==> src/rtl/packet_sync_detector_pkg.sv <==
// dvb_rx_pkg: shared DVB receive constants and sync-detector state encoding
package dvb_rx_pkg;
    localparam int PKT_LEN = 204;
    localparam logic [7:0] SYNC_BYTE = 8'h47;
    localparam logic [7:0] SYNC_INV = 8'hB8;
    localparam int SF_LEN = 8;
    typedef enum logic [1:0] {SEARCH, VERIFY, LOCKED} state_t;
endpackage

==> src/rtl/packet_sync_detector_if.sv <==
// packet_sync_detector_if: deinterleaved byte stream in, packet-framed byte stream out
interface packet_sync_detector_if;
    import dvb_rx_pkg::*;
    logic [7:0] data_in;
    logic in_valid;
    logic [7:0] data_out;
    logic out_valid;
    logic sop;
    logic [7:0] byte_idx;
    logic [$clog2(SF_LEN)-1:0] frame_pos;
    logic locked;
    modport master (
        output data_in, in_valid,
        input data_out, out_valid, sop, byte_idx, frame_pos, locked
    );
    modport slave (
        input data_in, in_valid,
        output data_out, out_valid, sop, byte_idx, frame_pos, locked
    );
endinterface

==> src/rtl/packet_sync_detector_pkt_pos_counter.sv <==
// pkt_pos_counter: mod-LEN byte position within a packet, with clear, load-to-1 and enable
module pkt_pos_counter #(
    parameter int LEN = 204
) (
    input  logic clk,
    input  logic reset,
    input  logic en,
    input  logic load,
    input  logic clr,
    output logic [7:0] pos,
    output logic wrap
);
    localparam logic [7:0] LAST = 8'(LEN - 1);
    assign wrap = pos == 8'd0;
    always_ff @(posedge clk)
        if (!reset || clr) pos <= '0;
        else if (load) pos <= 8'd1;
        else if (en) pos <= pos == LAST ? 8'd0 : pos + 8'd1;
endmodule

==> src/rtl/packet_sync_detector.sv <==
// packet_sync_detector: hunts, verifies and flywheels the 204-byte sync grid, registering the framed stream
module packet_sync_detector
    import dvb_rx_pkg::*;
#(
    parameter int LOCK_CNT = 3,
    parameter int UNLOCK_CNT = 3
) (
    input logic clk,
    input logic reset,
    packet_sync_detector_if.slave bus
);
    localparam logic [7:0] LOCK_N = 8'(LOCK_CNT);
    localparam logic [7:0] UNLOCK_N = 8'(UNLOCK_CNT);
    state_t state, state_nx;
    logic [7:0] hits, hits_nx, misses, misses_nx, pos;
    logic [2:0] fp_nx;
    logic hit, wrap, pos_en, pos_load, pos_clr;
    assign hit = bus.data_in == SYNC_BYTE || bus.data_in == SYNC_INV;
    pkt_pos_counter #(.LEN(PKT_LEN)) u_pos (
        .clk(clk),
        .reset(reset),
        .en(pos_en),
        .load(pos_load),
        .clr(pos_clr),
        .pos(pos),
        .wrap(wrap)
    );
    always_comb begin
        state_nx = state;
        hits_nx = hits;
        misses_nx = misses;
        pos_en = bus.in_valid && state != SEARCH;
        pos_load = bus.in_valid && state == SEARCH && hit;
        if (bus.in_valid)
            case (state)
                SEARCH: if (hit) begin
                    hits_nx = 8'd1;
                    state_nx = LOCK_N == 8'd1 ? LOCKED : VERIFY;
                end
                VERIFY: if (wrap) begin
                    hits_nx = hits + 8'd1;
                    state_nx = !hit ? SEARCH : hits_nx == LOCK_N ? LOCKED : VERIFY;
                end
                default: if (wrap) begin
                    misses_nx = hit ? 8'd0 : misses + 8'd1;
                    state_nx = misses_nx == UNLOCK_N ? SEARCH : LOCKED;
                end
            endcase
        pos_clr = state_nx == SEARCH;
        fp_nx = pos_clr ? 3'd0
              : pos_en && wrap ? (bus.data_in == SYNC_INV ? 3'd0 : bus.frame_pos + 3'd1)
              : bus.frame_pos;
        if (pos_clr) begin
            hits_nx = 8'd0;
            misses_nx = 8'd0;
        end
    end
    // Outputs describe the byte just consumed, so they follow the state it leads to.
    always_ff @(posedge clk)
        if (!reset) begin
            state <= SEARCH;
            hits <= '0;
            misses <= '0;
            bus.data_out <= '0;
            bus.out_valid <= 1'b0;
            bus.sop <= 1'b0;
            bus.byte_idx <= '0;
            bus.frame_pos <= '0;
            bus.locked <= 1'b0;
        end else begin
            state <= state_nx;
            hits <= hits_nx;
            misses <= misses_nx;
            bus.out_valid <= bus.in_valid && state_nx == LOCKED;
            bus.sop <= bus.in_valid && state_nx == LOCKED && wrap;
            if (bus.in_valid) begin
                bus.data_out <= bus.data_in;
                bus.byte_idx <= pos;
                bus.frame_pos <= fp_nx;
                bus.locked <= state_nx == LOCKED;
            end
        end
endmodule

==> src/flat_wrapper.sv <==
// flat-port wrapper written by rule: the top's interface ports become plain ports
module packet_sync_detector_flat import dvb_rx_pkg::*;
#(
    parameter int LOCK_CNT = 3,
    parameter int UNLOCK_CNT = 3
)
  (clk, reset, bus_data_in, bus_in_valid, bus_data_out, bus_out_valid, bus_sop, bus_byte_idx, bus_frame_pos, bus_locked);
  packet_sync_detector_if bus_i ();
  input logic clk;
  input logic reset;
  input wire logic [$bits(bus_i.data_in)-1:0] bus_data_in;
  input wire logic [$bits(bus_i.in_valid)-1:0] bus_in_valid;
  output wire logic [$bits(bus_i.data_out)-1:0] bus_data_out;
  output wire logic [$bits(bus_i.out_valid)-1:0] bus_out_valid;
  output wire logic [$bits(bus_i.sop)-1:0] bus_sop;
  output wire logic [$bits(bus_i.byte_idx)-1:0] bus_byte_idx;
  output wire logic [$bits(bus_i.frame_pos)-1:0] bus_frame_pos;
  output wire logic [$bits(bus_i.locked)-1:0] bus_locked;
  assign bus_i.data_in = bus_data_in;
  assign bus_i.in_valid = bus_in_valid;
  assign bus_data_out = bus_i.data_out;
  assign bus_out_valid = bus_i.out_valid;
  assign bus_sop = bus_i.sop;
  assign bus_byte_idx = bus_i.byte_idx;
  assign bus_frame_pos = bus_i.frame_pos;
  assign bus_locked = bus_i.locked;
  packet_sync_detector #(.LOCK_CNT(LOCK_CNT), .UNLOCK_CNT(UNLOCK_CNT)) u_core (.clk(clk), .reset(reset), .bus(bus_i));
endmodule
==> config.mk <==
export PLATFORM = sky130hd
export DESIGN_NAME = packet_sync_detector_flat
export DESIGN_NICKNAME = d
export VERILOG_FILES = /design/src/rtl/packet_sync_detector_pkg.sv /design/src/rtl/packet_sync_detector_if.sv /design/src/rtl/packet_sync_detector_pkt_pos_counter.sv /design/src/rtl/packet_sync_detector.sv /design/src/flat_wrapper.sv
export SDC_FILE = /design/constraint.sdc
export NUM_CORES = 1
export LEC_CHECK = 0
export CAP_MARGIN = 20
export CORE_ASPECT_RATIO = 1.75
export CORE_MARGIN = 1.5
export CORE_UTILIZATION = 49
export DETAILED_ROUTE_END_ITERATION = 7
export PLACE_DENSITY = 0.75
export SYNTH_ARGS = -nofsm -noshare
export SYNTH_HDL_FRONTEND = slang
export SYNTH_HIERARCHICAL = 1
export SYNTH_SLANG_ARGS = --single-unit
==> constraint.sdc <==
create_clock -name clk -period 3.79 [get_ports clk]
set_input_delay 0.379 -clock clk [delete_from_list [all_inputs] [get_ports clk]]
set_output_delay 0.379 -clock clk [all_outputs]
set_load 0.01 [all_outputs]
Word-level counts from Yosys, hierarchy flattened
Index checks and enable logic that the tools add are counted.

word-level totals
  bits in registers = 48
  input bits = 11
  output and inout port bits = 22
  logic and storage cells = 66

operators by class
  $add $sub $neg = 4
  equal/unequal tests = 9
  muxes and demuxes = 18
  bitwise gates (word level) = 2
  reduce and logical (&&, ||, !) cells = 22

operators by type and width
  cell                                                   number
  two-way mux 8 bit                                      4
  adder 8 x 1 -> 8 bit, second input constant            3
  equality test 8 x 2 -> 1 bit, second input constant    2
  equality test 8 bit, second input constant             2
  case mux 8 bit (2 select lines)                        1
  two-way mux 2 bit                                      7
  two-way mux 3 bit                                      3
  equality test 8 x 7 -> 1 bit, second input constant    1
  logical NOT 8 bit                                      1
  nonzero test 2 bit                                     4
  logical AND 1 bit                                      6
  OR reduction 2 bit                                     3
  logical NOT 2 bit                                      2
  inequality test 2 x 1 -> 1 bit, second input constant  2
  case mux 2 bit (2 select lines)                        1
  AND reduction 4 bit                                    1
  adder 3 x 1 -> 3 bit, second input constant            1
  AND reduction 3 bit                                    1
  equality test 2 x 1 -> 1 bit, second input constant    1
  equality test 2 bit, second input constant             1
  logical OR 1 bit                                       2
  two-way mux 1 bit                                      2
  NOT 1 bit                                              2
  AND reduction 2 bit                                    1
  logical NOT 1 bit                                      1

Logic depth before layout (Yosys ltp)
Gate-level depths: netlist (run 1).

  depth after elaboration = 11
  gate-level depth with buffers = 12
  gate-level depth less buffers = 12

Hierarchy
Netlist (run 1), hierarchy kept.

by module, submodules not included
  module                times used  cells each  area an instance (um^2)  sequential area each (um^2)
  packet_sync_detector  1           233         2119.5                   800.8
  pkt_pos_counter       1           46          409.1                    160.2

Worst setup path after synthesis (run 1)
OpenSTA, ideal clock, no wires.

  path type = register -> register
  start point = register u_core.u_pos.pos[4]
  end point = register u_core.misses[7]
  setup time = 0.120 ns
  arrival time = 2.921 ns
  data required time = 3.670 ns
  slack = 0.749 ns
  stages on the path, launching flop included = 11
  buffers on the path = 2
  period minus slack after synthesis = 3.041 ns
  path through = dfxtp_1 or3_4 nor4_1 nand2_2 or3_1 or3_1 o41ai_4 a31o_1 buf_6 buf_12 nor2_4

between the ends
  word-level cells in the longest chain between the ends = 6
  elaborated cells between the ends (all ways) = 8
  those cells by class = mux: 4; reduce/logical: 4

RTL lines
  element                                      line                                                    source
  start, declared                              packet_sync_detector_pkt_pos_counter.sv:10              output logic [7:0] pos,
  start signal, assigned                       packet_sync_detector_pkt_pos_counter.sv:18              else if (en) pos <= pos == LAST ? 8'd0 : pos + 8'd1;
  logical NOT 8 bit (*)                        packet_sync_detector_pkt_pos_counter.sv:14              assign wrap = pos == 8'd0;
  via u_core.wrap                              packet_sync_detector.sv:17                              logic hit, wrap, pos_en, pos_load, pos_clr;
  two-way mux 2 bit, on equally long branches  packet_sync_detector.sv:44, packet_sync_detector.sv:40
  case mux 2 bit (2 select lines)              packet_sync_detector.sv:35                              case (state)
  two-way mux 2 bit                            packet_sync_detector.sv:34                              if (bus.in_valid)
  logical NOT 2 bit                            packet_sync_detector.sv:49                              pos_clr = state_nx == SEARCH;
  OR reduction 2 bit (no line)                 n/a
  end signal, assigned                         packet_sync_detector.sv:73                              misses <= misses_nx;
  end, declared                                packet_sync_detector.sv:15                              logic [7:0] hits, hits_nx, misses, misses_nx, pos;

The timed path passes the listed nets; every way through them passes the cells marked *.
A chain may end at the register's enable or synchronous reset.

Final worst setup path (run 1)
  start point = register u_core.u_pos.pos[4]
  end point = register u_core.bus.frame_pos[0]

between the ends
  word-level cells in the longest chain between the ends = 7
  elaborated cells between the ends (all ways) = 10
  those cells by class = mux: 5; reduce/logical: 5

RTL lines
  element                                      line                                                    source
  logical NOT 8 bit (*)                        packet_sync_detector_pkt_pos_counter.sv:14
  via u_core.wrap                              packet_sync_detector.sv:17
  two-way mux 2 bit, on equally long branches  packet_sync_detector.sv:44, packet_sync_detector.sv:40
  case mux 2 bit (2 select lines)              packet_sync_detector.sv:35
  two-way mux 2 bit                            packet_sync_detector.sv:34
  logical NOT 2 bit                            packet_sync_detector.sv:49
  nonzero test 2 bit (no line)                 n/a
  AND reduction 2 bit (no line)                n/a
  end signal, assigned                         packet_sync_detector.sv:79                              bus.frame_pos <= fp_nx;
  end, declared                                packet_sync_detector_if.sv:18                           output data_out, out_valid, sop, byte_idx, frame_pos, locked

Marks and branches as above.

==> results of run 1 <==
## flip-flops by register name (all words and copies together) (netlist names)
name and count:
u_core/u_pos/pos 8, u_core/bus.frame_pos 3, u_core/bus.sop 1, u_core/misses 8
u_core/bus.byte_idx 8, u_core/hits 8, u_core/bus.out_valid 1, u_core/bus.locked 1
u_core/state 2, u_core/bus.data_out 8
## critical path, stage by stage, from the launching register on
cell and delay, ps:
dfxtp_1 370, or3_4 430, nor4_1 420, nand2_2 140, or3_1 320, or3_1 350
o41ai_4 310, a31o_1 200, buf_4 320, o2bb2ai_1 120
## Yosys cell counts, drive strengths merged, types with 7 or more instances
library cell,count
or3,7
a21oi,20
dfxtp,48
mux2i,17
nand4,11
inv,7
nand3b,8
nand2,13
o21ai,15
nor2,41
## cells by family after synthesis
family	share of synthesized area [%]
and+or+nand+nor	26.5
AOI/OAI and AO/OA	19.9
DFF	38.0
buffers and inverters	3.76
muxes	6.73
xor gates and xnor gates	2.08
adders and majority gates	2.97
## where the power goes
group / switching (W) / internal (W)
Sequential: 0.00000237 / 0.000509
Clock: 0.000185 / 0.000199
Combinational: 0.0000247 / 0.0000281
## routing by layer
layer | global-route usage [%] | up-vias | routed length [microns]
li1 | - | 1070 | -
met1 | 23.9 | 1040 | 2280
met2 | 40.3 | 40 | 3220
met3 | 3.44 | 12 | 160
met4 | 8.23 | 0 | 113
met5 | 0 | - | 0
## final timing paths
path / startpoint / to / slack [ps] / cells after the start
max: u_core/u_pos/pos[4]$_SDFFE_PP0P_ / u_core/bus.frame_pos[0]$_SDFFE_PN0P_ / 710 / 9
min: u_core/bus.locked$_SDFFE_PN0P_ / u_core/bus.locked$_SDFFE_PN0P_ / 480 / 2
max reg2reg: u_core/u_pos/pos[4]$_SDFFE_PP0P_ / u_core/bus.frame_pos[0]$_SDFFE_PN0P_ / 710 / 9
min reg2reg: u_core/bus.locked$_SDFFE_PN0P_ / u_core/bus.locked$_SDFFE_PN0P_ / 480 / 2
## layout make-up
cell class | instances | area, sq um | area share, %
multi-input combinational | 213 | 1470 | 49.3
sequential | 48 | 961 | 32.2
timing repair buffer | 35 | 343 | 11.5
clock buffer | 5 | 68.8 | 2.31
tap | 54 | 67.6 | 2.26
clock inverter | 3 | 46.3 | 1.55
inverter | 7 | 26.3 | 0.880
## through the flow
step	cell area, sq um	std cells	setup WS [ps]	power (W)	hold WS, ps
floorplan	2530	279	749	0.000549	476
global placement	2870	357	558	0.000576	450
detailed placement	2870	357	538	0.000576	464
CTS	2990	365	728	0.000960	483
global route	2990	365	588	0.000975	510
finish	2990	365	713	0.000948	478
==> run metrics, run 1 <==
first-pass GRT wire length=between 9 and 10 mm; #FFs+latches synth=48; GRT Resource Usage Total=~22%; Post-synth EDFFs=0; largest net degree at the start of global routing=22; asr flop ratio synth=0%; final setup vio count=0; CTS buffer count=5; total negative slack=0 ps; site row count=34; most frequent cells in the layout=dfxtp_1 (48), nor2_1 (38), clkdlybuf4s50_1 (32), mux2i_1 (17), o21ai_0 (15); Remaining DRCs=0; drt wl/cell=15.8 microns; CTS Hold Bufs=0; Seq/Total Area, Yosys=a little under two fifths; worst relative slew slack=a little under three fifths; synth warn=6; Top FF cell, synth=dfxtp_1; unrepaired setup endpoints after global routing=no; final wirelength=around 5.8 mm; Mapped Area=about 2500 sq um; layout cell share with drive strength beyond 1=a little under an eighth; Iter 0 DRT Violations=68; CTS tree=built; Synth area leaders=dfxtp_1 (38%), mux2i_1 (6.7%), nor2_1 (5.6%); Worst Hold Class=reg -> reg; Worst setup EP type=flip-flop; Gate Count Post-Synth=279; first-pass iteration count of the detailed router=4; GPL Wtd Cong=between 0.8 and 0.9; Die ar.=roughly 5600 sq um; Pleak=roughly 1.1 nW; Clock Skews=approximately 5.5 ps; kind of critical path=reg -> reg; Final Hold Vio Count=0; worst-case clock buffer depth=2; Core Util, Final=60.0%; Root Buffer=clkbuf_8; PortBufs=32; initial antenna violation count=0; DIE HEIGHT=98.0 microns; CP required=3980 ps; nets=approximately 330; Synth Area per Inst=9.06 sq um; I/O pin cnt=33; kind of start point of the critical path=flip-flop; synthesis-to-layout area growth=18.1%; DRT antenna net count=0; Fillers=~450; DP HPWL=approximately 4.1 mm; CTS resizes=0; most common cell after layout, fill and taps aside=dfxtp_1; fin. max-slew vios=0; period utilisation layout=between 80% and 90%; Power Dens Cells=approximately 320 nW/um^2; grt ovf=0; Clock Sinks=48; synth unique cells=58; Initial Utilization=about half; clk slew on worst S/H paths=approximately 90 ps; Synth top area share=38.0%; Crit path arrival time=about 3300 ps; Via Count=2162; minimum clock period=3080 ps; antenna cell count=0; Max VDD drop=0.326 mV; max-cap violation count=0; Worst-Margin Slew=637 ps; worst skew pair latency=300 ps; postcts setup bufs=0; Vias/cell=around 5.9; die width=approximately 57 microns; H-tree levels=2; Peak Freq=roughly 320 MHz; Worst Path Max Fanout=18; core region area=~5000 sq um; Syn Nets=just under 300; vias in the first global route=2140; status=complete, no violations; Yosys top cell by area=dfxtp_1
(Power assumes the default switching activity.)
==> run 2: changes to the inputs <==
--- a/config.mk
+++ b/config.mk
@@ -10,7 +10,7 @@
 export CORE_MARGIN = 1.5
 export CORE_UTILIZATION = 49
 export DETAILED_ROUTE_END_ITERATION = 7
-export PLACE_DENSITY = 0.75
+export PLACE_DENSITY = 0.78
 export SYNTH_ARGS = -nofsm -noshare
 export SYNTH_HDL_FRONTEND = slang
 export SYNTH_HIERARCHICAL = 1
==> constraint.sdc (replaced) <==
create_clock -name clk -period 2.6 [get_ports clk]
set_input_delay 0.26 -clock clk [delete_from_list [all_inputs] [get_ports clk]]
set_output_delay 0.26 -clock clk [all_outputs]
set_load 0.01 [all_outputs]
==> run metrics, run 2 (same netlist as run 1, synthesis figures left out) <==
status=finished, violations left; failing checks=setup timing; DIE HEIGHT=98.0 microns (unchanged); largest net degree at the start of global routing=22 (unchanged); most used cell along the critical path=or3_4; Worst-Margin Slew=791 ps (+153 ps); Fillers=384 (-14%); unrepaired setup endpoints after global routing=yes; DP HPWL=4.54 mm (+9.5%); worst-case clock buffer depth=2 (unchanged); final setup vio count=25 (+25); worst relative slew slack=47.2% (-10 points); depth of the worst register-to-register path=10 (+1); Setup WS post-layout=-56.5 ps (-769 ps); CTS buffer count=5 (unchanged); first-pass iteration count of the detailed router=4 (unchanged); die width=57.3 microns (unchanged); CTS tree=built; nets=351 (+7.3%); reg-to-reg setup timing slack=-60 ps (-770 ps); Remaining DRCs=0 (unchanged); Pleak=1.22 nW (+16%); fin. max-slew vios=0 (unchanged); antenna cell count=0 (unchanged); core region area=4980 sq um (unchanged); grt ovf=0 (unchanged); synthesis-to-layout area growth=31.9%; kind of critical path=reg -> reg; Vias/cell=6.03 (+1.7%); PortBufs=32 (unchanged); GRT Resource Usage Total=23.0% (+1.3 points); kind of start point of the critical path=flip-flop; H-tree levels=2 (unchanged); critical path's largest stage delay=390 ps (-40 ps); hold slack=485 ps (+7.27 ps); drt wl/cell=17.1 microns (+8.3%); Die ar.=5620 sq um (unchanged); DRT antenna net count=0 (unchanged); reg2reg end=u_core/u_pos/pos[4]$_SDFFE_PP0P_; Clock Skews=4.76 ps (-0.787 ps); first-pass GRT wire length=10.4 mm (+5.1%); Worst Hold Class=reg -> reg; Root Buffer=clkbuf_8; worst skew pair latency=300 ps (about the same); CP Cell Sequence=or3_4 -> nor4_4 -> nand2_2 -> or3_1 -> or3_4 -> o41ai_4 -> and3_4 -> nor3b_2 -> o31ai_4 -> nor2_1; final wirelength=6.66 mm (+15%); Crit path arrival time=2840 ps (-430 ps); hold endpoint=u_core/bus.locked$_SDFFE_PN0P_; Max VDD drop=0.555 mV (+70%); period utilisation layout=102% (+21 points); Initial Utilization=50.8% (unchanged); most common cell after layout, fill and taps aside=dfxtp_1; Power Dens Cells=410 nW/um^2 (+29%); CP required=2780 ps (-1200 ps); Hold Startpoint=u_core/bus.locked$_SDFFE_PN0P_; Via Count=2344 (+8.4%); layout cell share with drive strength beyond 1=23.3% (+12 points); CTS Hold Bufs=0 (unchanged); clk slew on worst S/H paths=90 ps (about the same); Final Hold Vio Count=0 (unchanged); I/O pin cnt=33 (unchanged); Clock Sinks=48 (unchanged); Overall Power=0.00137 W (+44%); Peak Freq=376 MHz (+16%); final instance area=3340 sq um (+12%); vias in the first global route=2276 (+6.4%); Worst Path Max Fanout=7 (-11); site row count=34 (unchanged); Cells on Worst Hold Path=2 (unchanged); Worst setup EP type=flip-flop; RR Startpoint=u_core/u_pos/pos[4]$_SDFFE_PP0P_; max-cap violation count=0 (unchanged); Iter 0 DRT Violations=63 (-7.4%); minimum clock period=2660 ps (-421 ps); GPL Wtd Cong=0.780 (-3.1%); dpl cell area=3050 sq um (+6.1%); initial antenna violation count=0 (unchanged); Crit-path slowest cell=or3_4; most frequent cells in the layout=dfxtp_1 (45), nor2_1 (38), clkdlybuf4s50_1 (32), buf_4 (23), mux2i_1 (17)
-- run 2: report_power, final --
part / total, W / internal [W] / switching [W]
registers: 0.000746 / 0.000742 / 0.00000404
clock network: 0.000533 / 0.000286 / 0.000247
logic: 0.0000880 / 0.0000458 / 0.0000421
-- run 2: what timing repair did --
action / CTS / global route
resized for setup: 0 / 22
pin swaps: 1 / 6
cloned: 0 / 3
buffers inserted: 0 / 2
endpoints found under the setup margin: 1 / 29
-- run 2: layout make-up --
cell class / count / area [sq um] / share of cell area [%]
clock inverter: 2 / 35.0 / 1.05
inverter: 7 / 26.3 / 0.788
timing repair buffer: 59 / 574 / 17.2
multi-input combinational: 213 / 1600 / 47.8
clock buffer: 6 / 72.6 / 2.18
tap: 54 / 67.6 / 2.03
sequential: 48 / 965 / 28.9
-- run 2: worst max-delay path by stage --
| stage | endpoint | slack (ps) | from |
|---|---|---|---|
| after global routing | u_core/u_pos/pos[2]$_SDFFE_PP0P_ | -150 | u_core/u_pos/pos[4]$_SDFFE_PP0P_ |
| after floorplan | u_core/misses[7]$_SDFFE_PP0P_ | -40 | u_core/u_pos/pos[4]$_SDFFE_PP0P_ |
| final | u_core/u_pos/pos[4]$_SDFFE_PP0P_ | -60 | u_core/u_pos/pos[4]$_SDFFE_PP0P_ |
| after detailed placement | u_core/u_pos/pos[7]$_SDFFE_PP0P_ | -60 | bus_data_in[7] |
| after CTS | u_core/bus.frame_pos[2]$_SDFFE_PN0P_ | 4 | u_core/u_pos/pos[4]$_SDFFE_PP0P_ |
| after global placement | u_core/u_pos/pos[5]$_SDFFE_PP0P_ | -9 | bus_data_in[0] |
-- run 2: worst max-delay path: cells and delay by family (launching register included) --
family	cells	cell delay, ps
flip-flops	1	330
AND/OR/NAND/NOR	8	1780
AO/OA/AOI/OAI	2	420
-- run 2: routing by layer --
metal | GRT usage (%) | up-vias | part of all wire (%) | wire (microns)
met2 | 42.6 | 71 | 55 | 3670
met1 | 24.7 | 1136 | 38 | 2510
met4 | 10.4 | 0 | 3.9 | 258
met3 | 3.44 | 19 | 3.3 | 220
met5 | 0 | - | 0 | 0
li1 | - | 1118 | - | -
-- run 2: through the flow --
step	setup slack [ps]	setup TNS, ps	cells	util (%)
6_report	-56.5	-743	389	67.0
5_1_grt	-155	-3040	389	67.0
4_1_cts	3.58	0	384	63.4
3_5_place_dp	-59.5	-356	376	61.2
3_3_place_gp	-9.16	-26.1	376	61.2
2_1_floorplan	-42.5	-376	279	-
==> run 3: changes to the inputs <==
--- a/config.mk
+++ b/config.mk
@@ -8,9 +8,9 @@
 export CAP_MARGIN = 20
 export CORE_ASPECT_RATIO = 1.75
 export CORE_MARGIN = 1.5
-export CORE_UTILIZATION = 49
+export CORE_UTILIZATION = 48
 export DETAILED_ROUTE_END_ITERATION = 7
-export PLACE_DENSITY = 0.78
+export PLACE_DENSITY = 0.77
 export SYNTH_ARGS = -nofsm -noshare
 export SYNTH_HDL_FRONTEND = slang
 export SYNTH_HIERARCHICAL = 1
==> run metrics, run 3 (same netlist as run 1, synthesis figures left out) <==
status=finished, violations left; failing checks=DRC, setup timing; max-cap violation count=0 (unchanged); Worst Hold Class=reg -> reg; CP Capture Point=u_core/u_pos/pos[1]$_SDFFE_PP0P_; Iter 0 DRT Violations=49 (-22%); Power Dens Cells=435 nW/um^2 (+6.1%); CTS buffer count=5 (unchanged); Buf+Inv Stages, Crit Path=0 (unchanged); largest net degree at the start of global routing=22 (unchanged); total negative slack=-399 ps (+345 ps); reg2reg end=u_core/u_pos/pos[1]$_SDFFE_PP0P_; die width=57.9 microns (+0.98%); Final Hold Vio Count=0 (unchanged); drt wl/cell=16.2 microns (-5.3%); worst-case clock buffer depth=2 (unchanged); final std cells w/o fill=389 (unchanged); critical path's largest stage delay=390 ps (about the same); CP Cell Sequence=or3_4 -> nor4_4 -> nand2_2 -> or3_1 -> or3_4 -> o41ai_4 -> and3_4 -> nor3b_2 -> o31ai_4 -> nor2_1; most used cell along the critical path=or3_4; first-pass iteration count of the detailed router=6 (+2); Vias/cell=5.82 (-3.4%); Max VDD drop=0.330 mV (-40%); depth of the worst register-to-register path=10 (unchanged); Remaining DRCs=2 (+2); CTS tree=built; site row count=34 (unchanged); DIE HEIGHT=99.0 microns (+1.0%); antenna cell count=0 (unchanged); most frequent cells in the layout=dfxtp_1 (46), nor2_1 (38), clkdlybuf4s50_1 (32), buf_4 (24), mux2i_1 (17); Initial Utilization=50.4% (-0.43 points); Crit-path slowest cell=or3_4; Clock Sinks=48 (unchanged); worst relative slew slack=46.6% (-0.64 points); final wirelength=6.31 mm (-5.3%); dpl cells=378 (+0.53%); Worst Setup SP=u_core/u_pos/pos[4]$_SDFFE_PP0P_; RR Startpoint=u_core/u_pos/pos[4]$_SDFFE_PP0P_; Worst path top cell family by delay=simple AND/OR/NAND/NOR gates; Peak Freq=377 MHz (about the same); Root Buffer=clkbuf_8; minimum clock period=2660 ps (-0.565 ps); DP HPWL=4.46 mm (-1.7%); DRT antenna net count=0 (unchanged); grt ovf=0 (unchanged); PortBufs=32 (unchanged); Overall Power=0.00145 W (+6.3%); Worst Path Max Fanout=7 (unchanged); nets=352 (+0.28%); CTS Hold Bufs=0 (unchanged); DP Worst Slack=-73.3 ps (-13.8 ps); Worst setup EP type=flip-flop; core region area=5020 sq um (+0.85%); kind of start point of the critical path=flip-flop; layout cell share with drive strength beyond 1=22.7% (-0.60 points); kind of critical path=reg -> reg; unrepaired setup endpoints after global routing=yes; final setup vio count=19 (-24%); worst skew pair latency=300 ps (about the same); vias in the first global route=2229 (-2.1%); Core Util, Final=66.6% (-0.42 points); first-pass GRT wire length=9.94 mm (-4.0%); WP depth=10 (unchanged); Worst-Margin Slew=800 ps (+9.57 ps); I/O pin cnt=33 (unchanged); Pleak=1.23 nW (+1.0%); initial antenna violation count=0 (unchanged); Die ar.=5730 sq um (+2.0%); Setup WS post-layout=-55.9 ps (+0.565 ps); clk slew on worst S/H paths=80 ps (about the same); GPL Wtd Cong=0.792 (+1.5%); most common cell after layout, fill and taps aside=dfxtp_1; fin. max-slew vios=0 (unchanged); Clock Skews=2.69 ps (-2.07 ps); reg-to-reg setup timing slack=-60 ps (about the same); H-tree levels=2 (unchanged); period utilisation layout=102% (about the same); synthesis-to-layout area growth=32.2%; GRT Resource Usage Total=21.8% (-1.2 points); CP required=2780 ps (about the same); Via Count=2265 (-3.4%); Crit path arrival time=2840 ps (about the same)
-- run 3: report_power, final --
group	internal, W	switching (W)
combinational	0.0000450	0.0000401
sequential	0.000742	0.00000365
clock	0.000378	0.000244
total	0.00117	0.000288
-- run 3: routing by layer --
metal  share of wire (%)  vias up  global-route usage [%]  wire (microns)
met4                 1.8        0                    7.87             116
met3                 2.4        9                    3.15             150
met2                  56       34                    41.9            3570
met5                   0        -                       0               0
li1                    -     1120                       -               -
met1                  39     1102                    23.0            2480
-- run 3: worst min path at each step --
stage | slack [ps] | to | from | depth (start not counted)
floorplan | 390 | u_core/u_pos/pos[0]$_SDFFE_PP0P_ | reset | 2
global route | 490 | u_core/bus.locked$_SDFFE_PN0P_ | u_core/bus.locked$_SDFFE_PN0P_ | 2
finish | 460 | u_core/bus.locked$_SDFFE_PN0P_ | u_core/bus.locked$_SDFFE_PN0P_ | 2
detailed placement | 450 | u_core/bus.locked$_SDFFE_PN0P_ | u_core/bus.locked$_SDFFE_PN0P_ | 2
CTS | 470 | u_core/bus.locked$_SDFFE_PN0P_ | u_core/bus.locked$_SDFFE_PN0P_ | 2
global placement | 440 | u_core/bus.locked$_SDFFE_PN0P_ | u_core/bus.locked$_SDFFE_PN0P_ | 2
-- run 3: final cells by class --
class,instances,area [sq um]
Clock inverter,2,60.1
Multi-Input combinational cell,213,1580
Sequential cell,48,963
Timing Repair Buffer,60,582
Tap cell,54,67.6
Inverter,7,26.3
Clock buffer,5,68.8
Fill cell,397,1680
-- run 3: what timing repair did --
action                     CTS  global route
setup buffers                1             0
gates resized for setup      2            16
gates cloned                 0             3
pin swaps                    0             7
setup endpoints to repair    8            29
-- run 3: metrics by stage --
step	hold slack, ps	area, sq um
floorplan	389	2550
global placement	441	3060
detailed placement	453	3060
CTS	466	3210
global route	490	3340
finish	458	3340
-- run 3: worst reg2reg max path, cell delays in order (launching register included) --
cell and delay [ps]:
dfxtp_2 330, or3_4 390, nor4_4 180, nand2_2 120, or3_1 320, or3_4 340
o41ai_4 320, and3_4 260, nor3b_2 50, o31ai_4 110, nor2_1 110
==> variant 1 (settings of run 2) <==
Re-encode `state_t` (3 states) as one-hot, 3 bits wide.
--- a/src/rtl/packet_sync_detector_pkg.sv
+++ b/src/rtl/packet_sync_detector_pkg.sv
@@ -5,5 +5,5 @@
     localparam logic [7:0] SYNC_INV = 8'hB8;
     localparam int SF_LEN = 8;
-    typedef enum logic [1:0] {SEARCH, VERIFY, LOCKED} state_t;
+    typedef enum logic [2:0] {SEARCH = 3'b001, VERIFY = 3'b010, LOCKED = 3'b100} state_t;
 endpackage
 
Check against the original RTL: no difference found for any inputs over 10 cycles, from zero or initial values and one cycle with reset low; not proved beyond that.
==> variant 1 against run 2 <==
The flow still finishes with violations (setup timing); wire length up 5.1%; sequential cell count up 1; count of clock-buffer cells in the layout unchanged; setup slack worse by 320 ps; via count up 7.6%; synthesized area down 1.2%; design area up 7.1%; cell count up 12%; critical path type unchanged.
Power is not compared: it rests on default switching activity, and its combinational part moved more than twofold at a synthesized area within 25%.
==> variant 1: results (changes against run 2) <==
* Status: finished with violations (unchanged)
* Failing checks: setup timing (unchanged)
* Initial antenna violation count at 0 (unchanged)
* Buffers on Ports at 32 (unchanged)
* Critical Path Max Stage Delay at 550 ps (was 390 ps)
* Fillers at 365 (was 384)
* Clock Skews at 5.08 ps (was 4.76 ps)
* Ratio of cells with drive above 1 in the final layout at 26.6% (was 23.3%)
* Layer with the highest usage: met2 (unchanged)
* Netlist cell types at 51 (was 58)
* Area delta synth->final at 42.9% (was 31.9%)
* Worst r2r path cells at 12 (was 10)
* Crit Path Max Fanout at 8 (was 7)
* Slowest CP cell: or4_4 (was or3_4)
* Root buf cell: clkbuf_8 (unchanged)
* Met1 usage at 25.1% (was 24.7%)
* Placed cell areas at 3270 um2 (was 3050 um2)
* Leakage at 1.40 nW
* Max_slew headroom at 72.1% (was 47.2%)
* Drt wl/cell at 16.1 um (was 17.1 um)
* Worst Path Arrival at 3190 ps (was 2840 ps)
* Routability cong. at 0.843 (was 0.780)
* Logic power comb at 0.000351 W
* Vias in the first global route at 2423 (was 2276)
* Met3 track demand over resource at 4.93% (was 3.44%)
* DR WL met3 at 263 um (was 220 um)
* Worst R2R Start: u_core/u_pos/pos[5]$_SDFFE_PP0P_ (was u_core/u_pos/pos[4]$_SDFFE_PP0P_)
* Syn nets at 309 (was 296)
* GRT Util Overall at 25.2% (was 23.0%)
* Final setup violation count at 30 (was 25)
* Pin count of the biggest net entering global routing at 24 (was 22)
* Placed Cells at 421 (was 376)
* Met2 routed WL at 3940 um (was 3670 um)
* Setup ws final at -381 ps (was -56.5 ps)
* Filler-free cell count of the finished design at 434 (was 389)
* Met1 Routed Length at 2600 um (was 2510 um)
* Vias per cell at 5.81 (was 6.03)
* Seq/Total Area, Yosys at 39.3% (was 38.0%)
* Later-pin clock latency in the skew report at 320 ps (was 300 ps)
* Global-route wire length before repair at 11100 um (was 10400 um)
* Mapped Cells at 292 (was 279)
* Max IR drop VDD at 0.000498 V
* Dpl ws at -427 ps (was -59.5 ps)
* DR iter-0 viols at 89 (was 63)
* Synth cell count leaders: dfxtp_1 (49), nor2_1 (24), a21oi_1 (23) (was dfxtp_1 (48), nor2_1 (38), mux2i_1 (17))
* 1st-pass router iterations at 4 (unchanged)
* Total CTS buffers at 5 (unchanged)
* Dpl hpwl at 5010 um (was 4540 um)
* Number of diodes at 0 (unchanged)
* GR Layer Usage met2 at 48.0% (was 42.6%)
* Total power at 0.00171 W
* Clock network power share at 33.6%
* Hold Crit Class: reg2reg (unchanged)
* Final TNS setup at -9800 ps (was -743 ps)
* Final #Nets at 396 (was 351)
* Synth area leaders: dfxtp_1 (39%), mux2i_1 (6.8%), a21oi_1 (4.6%) (was dfxtp_1 (38%), mux2i_1 (6.7%), nor2_1 (5.6%))
* Crit path kind: reg2reg (unchanged)
==> variant 1: final timing paths <==
path	endpoint	slack, ps
setup / recovery	u_core/hits[5]$_SDFFE_PP0P_	-380
hold / removal	u_core/bus.locked$_SDFFE_PN0P_	460
setup reg to reg	u_core/hits[5]$_SDFFE_PP0P_	-380
hold reg to reg	u_core/bus.locked$_SDFFE_PN0P_	460
==> variant 1: timing repair <==
action	4_1_cts	5_1_grt
gates resized for setup	8	20
setup endpoints to repair	31	31
cloned	0	1
buffers inserted	0	4
hold buffers	0	0
pin swaps	2	6
==> variant 1: kinds of logic after synthesis <==
group	Yosys count	synth area share, %
compound gates	65	16.5
xor+xnor	9	3.15
fa+ha+maj	6	3.00
buf+inv	20	3.35
flops	49	39.3
mux	17	6.81
simple gates	126	27.9
==> variant 1: layout make-up <==
type	count	share of cell area, %
clock buffers	6	2.31
well taps	54	1.89
clock inverters	2	1.05
repair buffers	92	22.5
flip-flops and latches	49	27.6
inverters	8	0.911
multi-input cells	223	43.7
==> variant 2 (config.mk and constraints of run 2) <==
Without the edit above. Set the package constant `PKT_LEN` to 128 (it was 204).
--- a/src/rtl/packet_sync_detector_pkg.sv
+++ b/src/rtl/packet_sync_detector_pkg.sv
@@ -1,5 +1,5 @@
 // dvb_rx_pkg: shared DVB receive constants and sync-detector state encoding
 package dvb_rx_pkg;
-    localparam int PKT_LEN = 204;
+    localparam int PKT_LEN = 128;
     localparam logic [7:0] SYNC_BYTE = 8'h47;
     localparam logic [7:0] SYNC_INV = 8'hB8;
Formal check against the unedited RTL: same outputs for any inputs over 10 cycles, from zero or initial values and one cycle with reset low; that may be too few to reach the edited logic, so the function may still have changed.
==> variant 2 against run 2 <==
The flow still finishes with violations (setup timing); cell count rose by 2.3%; total power fell by 5.8%; sequential cell count did not move; die area rose by 0.38%; global-route usage rose by 1.4 points; design area fell by 0.26%; critical path depth rose by 2; synthesized area rose by 0.40%; first-iteration DRC count rose by 29%; wire length fell by 3.3%; setup slack got worse by 160 ps.
==> variant 2: results (changes against run 2) <==
* Failing checks: setup timing (unchanged)
* 1st-pass router iterations at 5 (was 4)
* Drt wl/cell at 16.2 um (was 17.1 um)
* Synth Area in XOR/XNOR at 2.07% (was 2.08%)
* Seq/Total Area, Yosys at 37.9% (was 38.0%)
* Vias per cell at 5.83 (was 6.03)
* Final setup violation count at 31 (was 25)
* Netlist cell types at 63 (was 58)
* Global-route wire length before repair at 11000 um (was 10400 um)
* Placed cell areas at 3150 um2 (was 3050 um2)
* Crit Path Max Fanout at 3 (was 7)
* Setup ws final at -219 ps (was -56.5 ps)
* Synth Area in Compound Gates at 19.4% (was 19.9%)
* Leakage at 1.24 nW (was 1.22 nW)
* Max_slew headroom at 45.2% (was 47.2%)
* Vias in the first global route at 2329 (was 2276)
* Worst Path Arrival at 3030 ps (was 2840 ps)
* Worst r2r path cells at 12 (was 10)
* Syn nets at 298 (was 296)
* Synth area leaders: dfxtp_1 (38%), mux2i_1 (6.7%), nor2_1 (5.6%) (unchanged)
* Ratio of cells with drive above 1 in the final layout at 23.3% (about the same)
* Synth Area in Adders at 2.96% (was 2.97%)
* Final TNS setup at -5220 ps (was -743 ps)
* GRT Util Overall at 24.4% (was 23.0%)
* Status: finished with violations (unchanged)
* Pwr per Cell Area at 387 nW/um2 (was 410 nW/um2)
* Routability cong. at 0.853 (was 0.780)
* Max IR drop VDD at 0.000539 V (was 0.000555 V)
* Fillers at 399 (was 384)
* DR iter-0 viols at 81 (was 63)
* Dpl hpwl at 4610 um (was 4540 um)
[variant 2: critical path, cell delays in order, from the launching register on]
cell and delay [ps]:
dfxtp_2 330, inv_2 50, ha_1 130, or4b_4 460
nor4_4 180, nand2_2 80, or3_1 300, or3_4 350
o41ai_4 280, and3_4 240, or3b_4 130, o21bai_4 120
nor2_1 70
[variant 2: power by group]
part	total (W)	internal (W)	switching, W
Clock	0.000450	0.000192	0.000259
Combinational	0.0000918	0.0000504	0.0000414
Sequential	0.000745	0.000742	0.00000369
[variant 2: cell type report]
cell class                 instances  share of cell area, %
clock buffer                       6                   2.18
tap                               54                   2.03
sequential                        48                   29.0
inverter                           7                  0.790
timing repair buffer              67                   18.4
multi-input combinational        214                   47.1
clock inverter                     2                  0.489
[variant 2: logic make-up after synthesis]
| kind of cell | Yosys count |
|---|---|
| compound gates | 65 |
| xor+xnor | 6 |
| fa+ha+maj | 6 |
| buf+inv | 19 |
| flops | 48 |
| mux | 17 |
| simple gates | 120 |
[variant 2: per-stage QoR]
stage	setup WS [ps]	hold slack, ps	std cells	power, W
4_1_cts	-187	479	396	0.00130
2_1_floorplan	-474	382	281	0.000801
3_5_place_dp	-401	459	387	0.000851
3_3_place_gp	-347	457	387	0.000849
5_1_grt	-358	514	398	0.00133
6_report	-219	470	398	0.00129
[variant 2: layer usage]
metal,GRT usage [%],vias to the layer above,wire (um)
met5,0,-,0
met4,11.1,0,243
met3,3.44,22,212
met2,45.9,62,3560
met1,25.5,1099,2420
li1,-,1138,-
[variant 2: repair_timing]
item / CTS / global route
resized for setup: 5 / 3
gates cloned: 0 / 1
setup buffers: 1 / 1
setup endpoints to repair: 31 / 31
pin swaps: 6 / 4
[variant 2: final timing paths]
| kind | slack [ps] | end |
|---|---|---|
| worst max-delay path | -220 | u_core/u_pos/pos[4]$_SDFFE_PP0P_ |
| worst min-delay path | 470 | u_core/bus.locked$_SDFFE_PN0P_ |
| worst max register to register | -220 | u_core/u_pos/pos[4]$_SDFFE_PP0P_ |
| worst min register to register | 470 | u_core/bus.locked$_SDFFE_PN0P_ |
